--- config.mk ---
export PLATFORM = sky130hd
export DESIGN_NAME = dds_gen
export DESIGN_NICKNAME = d
export VERILOG_FILES = /design/src/rtl/dds_pkg.sv /design/src/rtl/dds_sine_rom.sv /design/src/rtl/dds_gen.sv
export SDC_FILE = /design/constraint.sdc
export NUM_CORES = 1
export LEC_CHECK = 0
export CAP_MARGIN = 5
export CORE_MARGIN = 2
export CORE_UTILIZATION = 45
export CTS_BUF_LIST = sky130_fd_sc_hd__clkbuf_4
export DETAILED_ROUTE_END_ITERATION = 10
export PLACE_DENSITY = 0.67
export SYNTH_ARGS = -nofsm -noshare
export SYNTH_HDL_FRONTEND = slang
export SYNTH_HIERARCHICAL = 1
export SYNTH_SLANG_ARGS = --single-unit
--- constraint.sdc ---
create_clock -name clk -period 5.9 [get_ports clk]
set_input_delay 1.18 -clock clk [delete_from_list [all_inputs] [get_ports clk]]
set_output_delay 1.18 -clock clk [all_outputs]
set_load 0.05 [all_outputs]
--- src/rtl/dds_pkg.sv ---
// Shared definitions for the DDS generator: waveform mode encodings and the
// default parameter values used by dds_gen and dds_sine_rom.
package dds_pkg;

  typedef enum logic [1:0] {
    ModeSquare = 2'd0,
    ModeSaw    = 2'd1,
    ModeTri    = 2'd2,
    ModeSine   = 2'd3
  } dds_mode_e;

  localparam int unsigned PhaseWDefault = 32;
  localparam int unsigned PoffWDefault  = 12;
  localparam int unsigned OutWDefault   = 10;
  localparam int unsigned LutAwDefault  = 8;

endpackage

--- src/rtl/dds_sine_rom.sv ---
// Quarter-wave sine magnitude ROM (combinational).
// Ports:
//   addr : quarter-wave index, LUT_AW bits
//   mag  : round((2^(OUT_W-1)-1) * sin((addr+0.5)*pi/2^(LUT_AW+1))), OUT_W-1 bits
// Table contents are computed at elaboration; the half-step offset keeps the
// quarter symmetric so mirroring by bitwise inverse is exact.
module dds_sine_rom import dds_pkg::*; #(
  parameter int unsigned LUT_AW = LutAwDefault,
  parameter int unsigned OUT_W  = OutWDefault
) (
  input  logic [LUT_AW-1:0] addr,
  output logic [OUT_W-2:0]  mag
);

  localparam int unsigned Depth = 1 << LUT_AW;
  localparam real Pi = 3.14159265358979323846;

  function automatic logic [OUT_W-2:0] sine_mag(input int idx);
    real amp;
    real ang;
    amp = real'((1 << (OUT_W - 1)) - 1);
    ang = (real'(idx) + 0.5) * Pi / real'(1 << (LUT_AW + 1));
    return (OUT_W - 1)'($rtoi(amp * $sin(ang) + 0.5));
  endfunction

  logic [OUT_W-2:0] rom [Depth];

  for (genvar i = 0; i < Depth; i++) begin : g_rom
    assign rom[i] = sine_mag(i);
  end

  assign mag = rom[addr];

endmodule

--- src/rtl/dds_gen.sv ---
// Direct digital synthesis waveform generator.
// Ports:
//   clk, rst_n         : clock (rising edge), async active-low reset
//   en                 : advance phase accumulator
//   clr                : synchronous accumulator clear (wins over en)
//   cfg_valid/ready    : config handshake for cfg_k (tuning word), cfg_p
//                        (phase offset), cfg_mode (0 square,1 saw,2 tri,3 sine)
//   wave_out/valid     : offset-binary sample and its qualifier (en delayed 2)
//   sync_out           : marks the sample taken at the start of a period
// Pipeline: acc -> ph (acc top bits + offset) -> wave_out.
module dds_gen import dds_pkg::*; #(
  parameter int unsigned PHASE_W = PhaseWDefault,
  parameter int unsigned POFF_W  = PoffWDefault,
  parameter int unsigned OUT_W   = OutWDefault,
  parameter int unsigned LUT_AW  = LutAwDefault
) (
  input  logic               clk,
  input  logic               rst_n,
  input  logic               en,
  input  logic               clr,
  input  logic               cfg_valid,
  output logic               cfg_ready,
  input  logic [PHASE_W-1:0] cfg_k,
  input  logic [POFF_W-1:0]  cfg_p,
  input  logic [1:0]         cfg_mode,
  output logic [OUT_W-1:0]   wave_out,
  output logic               wave_valid,
  output logic               sync_out
);

  // Lowest phase bit any waveform looks at; bits below it are never stored.
  localparam int unsigned PhLsb = ((POFF_W - 1 - OUT_W) < (POFF_W - 2 - LUT_AW)) ?
                                  (POFF_W - 1 - OUT_W) : (POFF_W - 2 - LUT_AW);
  localparam int unsigned PhW   = POFF_W - PhLsb;
  localparam logic [OUT_W-1:0] Mid   = {1'b1, {(OUT_W-1){1'b0}}};
  localparam logic [OUT_W-1:0] MidM1 = {1'b0, {(OUT_W-1){1'b1}}};

  logic [PHASE_W-1:0]  acc_q, acc_d, k_act_q, k_pend_q;
  logic [PHASE_W:0]    acc_sum;
  logic [POFF_W-1:0]   p_act_q, p_pend_q;
  dds_mode_e           mode_act_q, mode_pend_q, ph_mode_q;
  logic                pend_q, start_q, carry, apply, accept;
  logic [POFF_W-1:PhLsb] ph_q, ph_d;
  logic                ph_valid_q, ph_sync_q;
  logic [OUT_W-1:0]    wave_q, wave_d, tri_val;
  logic                valid_q, sync_q;
  logic [1:0]          quad;
  logic [LUT_AW-1:0]   lut_idx, lut_addr;
  logic [OUT_W-2:0]    lut_mag;

  assign acc_sum = {1'b0, acc_q} + {1'b0, k_act_q};
  assign carry   = en & ~clr & acc_sum[PHASE_W];
  // Pending config lands only on a period boundary, or immediately when idle.
  assign apply   = pend_q & (carry | ~en);
  assign accept  = cfg_valid & ~pend_q;
  assign cfg_ready = ~pend_q;

  always_comb begin
    acc_d = acc_q;
    if (clr) begin
      acc_d = '0;
    end else if (en) begin
      acc_d = acc_sum[PHASE_W-1:0];
    end
  end

  assign ph_d = PhW'((acc_q[PHASE_W-1 -: POFF_W] + p_act_q) >> PhLsb);

  assign quad     = ph_q[POFF_W-1 -: 2];
  assign lut_idx  = ph_q[POFF_W-3 -: LUT_AW];
  assign lut_addr = quad[0] ? ~lut_idx : lut_idx;
  assign tri_val  = ph_q[POFF_W-2 -: OUT_W];

  dds_sine_rom #(
    .LUT_AW(LUT_AW),
    .OUT_W (OUT_W)
  ) u_sine_rom (
    .addr(lut_addr),
    .mag (lut_mag)
  );

  always_comb begin
    wave_d = '0;
    unique case (ph_mode_q)
      ModeSquare: wave_d = quad[1] ? '0 : '1;
      ModeSaw:    wave_d = ph_q[POFF_W-1 -: OUT_W];
      ModeTri:    wave_d = quad[1] ? ~tri_val : tri_val;
      ModeSine:   wave_d = quad[1] ? (MidM1 - {1'b0, lut_mag}) : (Mid + {1'b0, lut_mag});
    endcase
  end

  always_ff @(posedge clk or negedge rst_n) begin
    if (!rst_n) begin
      acc_q       <= '0;
      // acc=0 out of reset is treated as a period start; clr is not.
      start_q     <= 1'b1;
      k_act_q     <= '0;
      p_act_q     <= '0;
      mode_act_q  <= ModeSquare;
      k_pend_q    <= '0;
      p_pend_q    <= '0;
      mode_pend_q <= ModeSquare;
      pend_q      <= 1'b0;
      ph_q        <= '0;
      ph_mode_q   <= ModeSquare;
      ph_sync_q   <= 1'b0;
      ph_valid_q  <= 1'b0;
      wave_q      <= '0;
      valid_q     <= 1'b0;
      sync_q      <= 1'b0;
    end else begin
      acc_q <= acc_d;
      if (clr || en) begin
        start_q <= carry;
      end
      if (accept) begin
        pend_q      <= 1'b1;
        k_pend_q    <= cfg_k;
        p_pend_q    <= cfg_p;
        mode_pend_q <= dds_mode_e'(cfg_mode);
      end else if (apply) begin
        pend_q     <= 1'b0;
        k_act_q    <= k_pend_q;
        p_act_q    <= p_pend_q;
        mode_act_q <= mode_pend_q;
      end
      ph_valid_q <= en;
      if (en) begin
        ph_q      <= ph_d;
        ph_mode_q <= mode_act_q;
        ph_sync_q <= start_q;
      end
      valid_q <= ph_valid_q;
      sync_q  <= ph_valid_q & ph_sync_q;
      if (ph_valid_q) begin
        wave_q <= wave_d;
      end
    end
  end

  assign wave_out   = wave_q;
  assign wave_valid = valid_q;
  assign sync_out   = sync_q;

endmodule
==> reports/results.tsv <==
stage	metric	value	unit
sta	fin_crit_sh	69.3	%
worst_hold_path	hold-path-endpoint	acc_q[16]	
worst_setup_path	worstPathMaxFanout	28	
die	die_area	25400	µm²
worst_hold_path	hp-class	reg2reg	
clocking	clk_path_buf_depth	2	
placed_design	dp_hpwl	18900	µm
detailed_routing	dr.pass1.iters	5	
final_layout	area_growth_syn_to_layout	10.2	%
detailed_routing	drcViolationCount	0	
clocking	numClockSinks	153	
logic_synthesis	syn-num-nets	1244	
clocking	cts_resized	0	
final_layout	fin_nets	1263	
logic_synthesis	ys.flop_type	dfrtp_1	
detailed_routing	wl_per_cell	17.9	µm
logic_synthesis	synth_cell_types	86	
die	start_util	46.1	%
sta	fmax	245	MHz
logic_synthesis	synth_most_common_cell	dfrtp_1	
clocking	clkTransAtPathRegs	0.14	ns
sta	period_needed	4.09	ns
global_routing	grt_overflow	0	
sta	grt_setup_unrepaired	no	
logic_synthesis	ys_ff_latch	153	
worst_setup_path	crit_arrival	4.54	ns
die	num_rows	56	
logic_synthesis	avgSynthCellArea	9.58	µm²
sta	setup_viol	0	
worst_setup_path	crit_type	reg2reg	
clocking	cts_hold_buffers	0	
detailed_routing	drtIter0Drc	836	
die	fp.dieH	160	µm
global_routing	track_usage	21.1	%
detailed_routing	via_count	8883	
final_layout	drive_gt1_share	15.9	%
worst_setup_path	r2r_end	k_act_q[24]	
clocking	insertion_delay	0.57	ns
logic_synthesis	synthCells	1136	
die	ios	64	
logic_synthesis	ys_warn_count	6	
worst_setup_path	reg2reg_from	acc_q[0]	
logic_synthesis	yosys.area.top_type	dfrtp_1	
die	fp.coreArea	23600	µm²
die	dieWidth	160	µm
run	maxCapViolCount	0	
detailed_routing	antenna_left	0	
logic_synthesis	synth_area_leaders	dfrtp_1, mux2_2, ha_1	
detailed_routing	drt-vias-per-instance	5.97	
global_routing	first_global_vias	8467	
logic_synthesis	synth_edf_count	0	
status	outcome	completed	
placed_design	port_buffers	63	
clocking	cts_tree	built	
sta	timing_max_transition_violations_final	0	
sta	slew_headroom	21.4	%
sta	setup_tns	0	ns
placed_design	gp_congestion	0.943	
sta	worst_slew_pin_slew	1.17	ns
worst_hold_path	hp-start	acc_q[16]	
worst_setup_path	start_kind	flop	
global_routing	grt_pass1_wl	44000	µm
global_routing	grt_max_degree	109	
logic_synthesis	synth_top_area_share	34.9	%
clocking	postCtsSetupBuffers	0	
logic_synthesis	synth_common_cells	dfrtp_1, a21oi_1, nand2_1	
detailed_routing	drt_wl_total	26700	µm
sta	final.setup_skew	0.0180	ns
clocking	root_buffer	clkbuf_4	
worst_setup_path	reg2reg_setup_slack	1.81	ns
worst_setup_path	end_kind	flop	
clocking	htree_levels	4	
logic_synthesis	syn_area	10900	µm²
global_routing	antenna_found_initial	1	
worst_setup_path	ff2ff_path_depth	10	
worst_setup_path	worstPathRequired	6.36	ns
logic_synthesis	async_flop_share	100	%
logic_synthesis	ys_seq_area_share	35.2	%
sta	hold_violations	0	
clocking	numCtsBuffers	17	
worst_hold_path	worstHoldPathCells	2	
stage by stage:
step	cell area [µm²]	worst slack, ns	instances	hold slack [ns]	utilization (%)
2_1_floorplan	10900	1.84	1136	0.384	-
3_3_place_gp	11700	1.96	1455	0.473	49.5
3_5_place_dp	11700	1.88	1455	0.482	49.5
4_1_cts	12000	1.81	1487	0.512	50.8
5_1_grt	12000	1.59	1488	0.526	50.8
6_report	12000	1.81	1488	0.506	50.8
how the worst max path moves through the flow:
stage                  start          end  slack (ns)  depth (start not counted)
finish              acc_q[0]  k_act_q[24]        1.81                         10
global route        acc_q[0]  k_act_q[22]        1.59                         10
CTS                 acc_q[0]  k_act_q[24]        1.81                         10
detailed placement  acc_q[0]  k_act_q[24]        1.88                         10
global placement    ph_q[10]  wave_out[1]        1.96                         15
floorplan           ph_q[10]  wave_out[1]        1.84                         15
kinds of logic after synthesis:
family          after synthesis  share of synthesized area (%)
simple gates                294                           13.1
fa+ha+maj                    57                           6.69
buf+inv                     106                           4.77
compound gates              358                           21.8
flops                       153                           35.2
mux                         131                           15.4
xor+xnor                     37                           2.98
cells in the final DEF, fill, tap and decap left out, types with 17 or more instances in the layout:
cell,Yosys,routed
clkbuf_4,0,17
xor2_1,21,17
inv_1,24,24
a21oi_1,92,92
nand2_1,87,87
nand3_1,17,17
ha_1,55,55
mux2_2,76,76
nand2b_1,18,18
o211ai_1,17,17
a21o_1,24,24
nor2_1,79,79
mux2_4,29,29
o221ai_1,17,17
clkdlybuf4s50_1,0,62
o21ai_0,74,74
dfrtp_1,152,152
nor2b_1,31,30
a211oi_1,17,17
critical path, stage by stage (launching register included):
cell and delay [ns]:
dfrtp_1 0.41, ha_1 0.24, fa_1 0.44, a211oi_2 0.25
o211ai_1 0.21, a221oi_2 0.37, a21o_2 0.27, nor3_2 0.08
o211ai_4 0.75, buf_4 0.53, mux2_2 0.39
layout make-up:
| cell class | instances | area (µm²) |
|---|---|---|
| Tap cell | 319 | 399 |
| Timing Repair Buffer | 78 | 744 |
| Clock inverter | 15 | 168 |
| Antenna cell | 1 | 2.50 |
| Inverter | 28 | 105 |
| Sequential cell | 153 | 3830 |
| Fill cell | 2211 | 11600 |
| Multi-Input combinational cell | 877 | 6620 |
| Clock buffer | 17 | 128 |
state kept, by name (all words and copies together), names as in the netlist:
register and cells:
acc_q 32, k_act_q 32, k_pend_q 32, p_act_q 12, p_pend_q 12, ph_q 11, wave_out 10, mode_act_q 2
mode_pend_q 2, ph_mode_q 2, pend_q 1, ph_sync_q 1, ph_valid_q 1, start_q 1, sync_out 1, wave_valid 1
layer usage:
metal	global-route usage, %	routed length, µm	vias up
met5	0	0	-
met4	7.31	574	0
met3	2.53	1350	37
met2	34.8	12700	257
met1	28.7	12100	4331
li1	-	-	4258
Power is not shown: default switching activity piles up to over one toggle a cycle in this logic, so the estimate is an artifact.
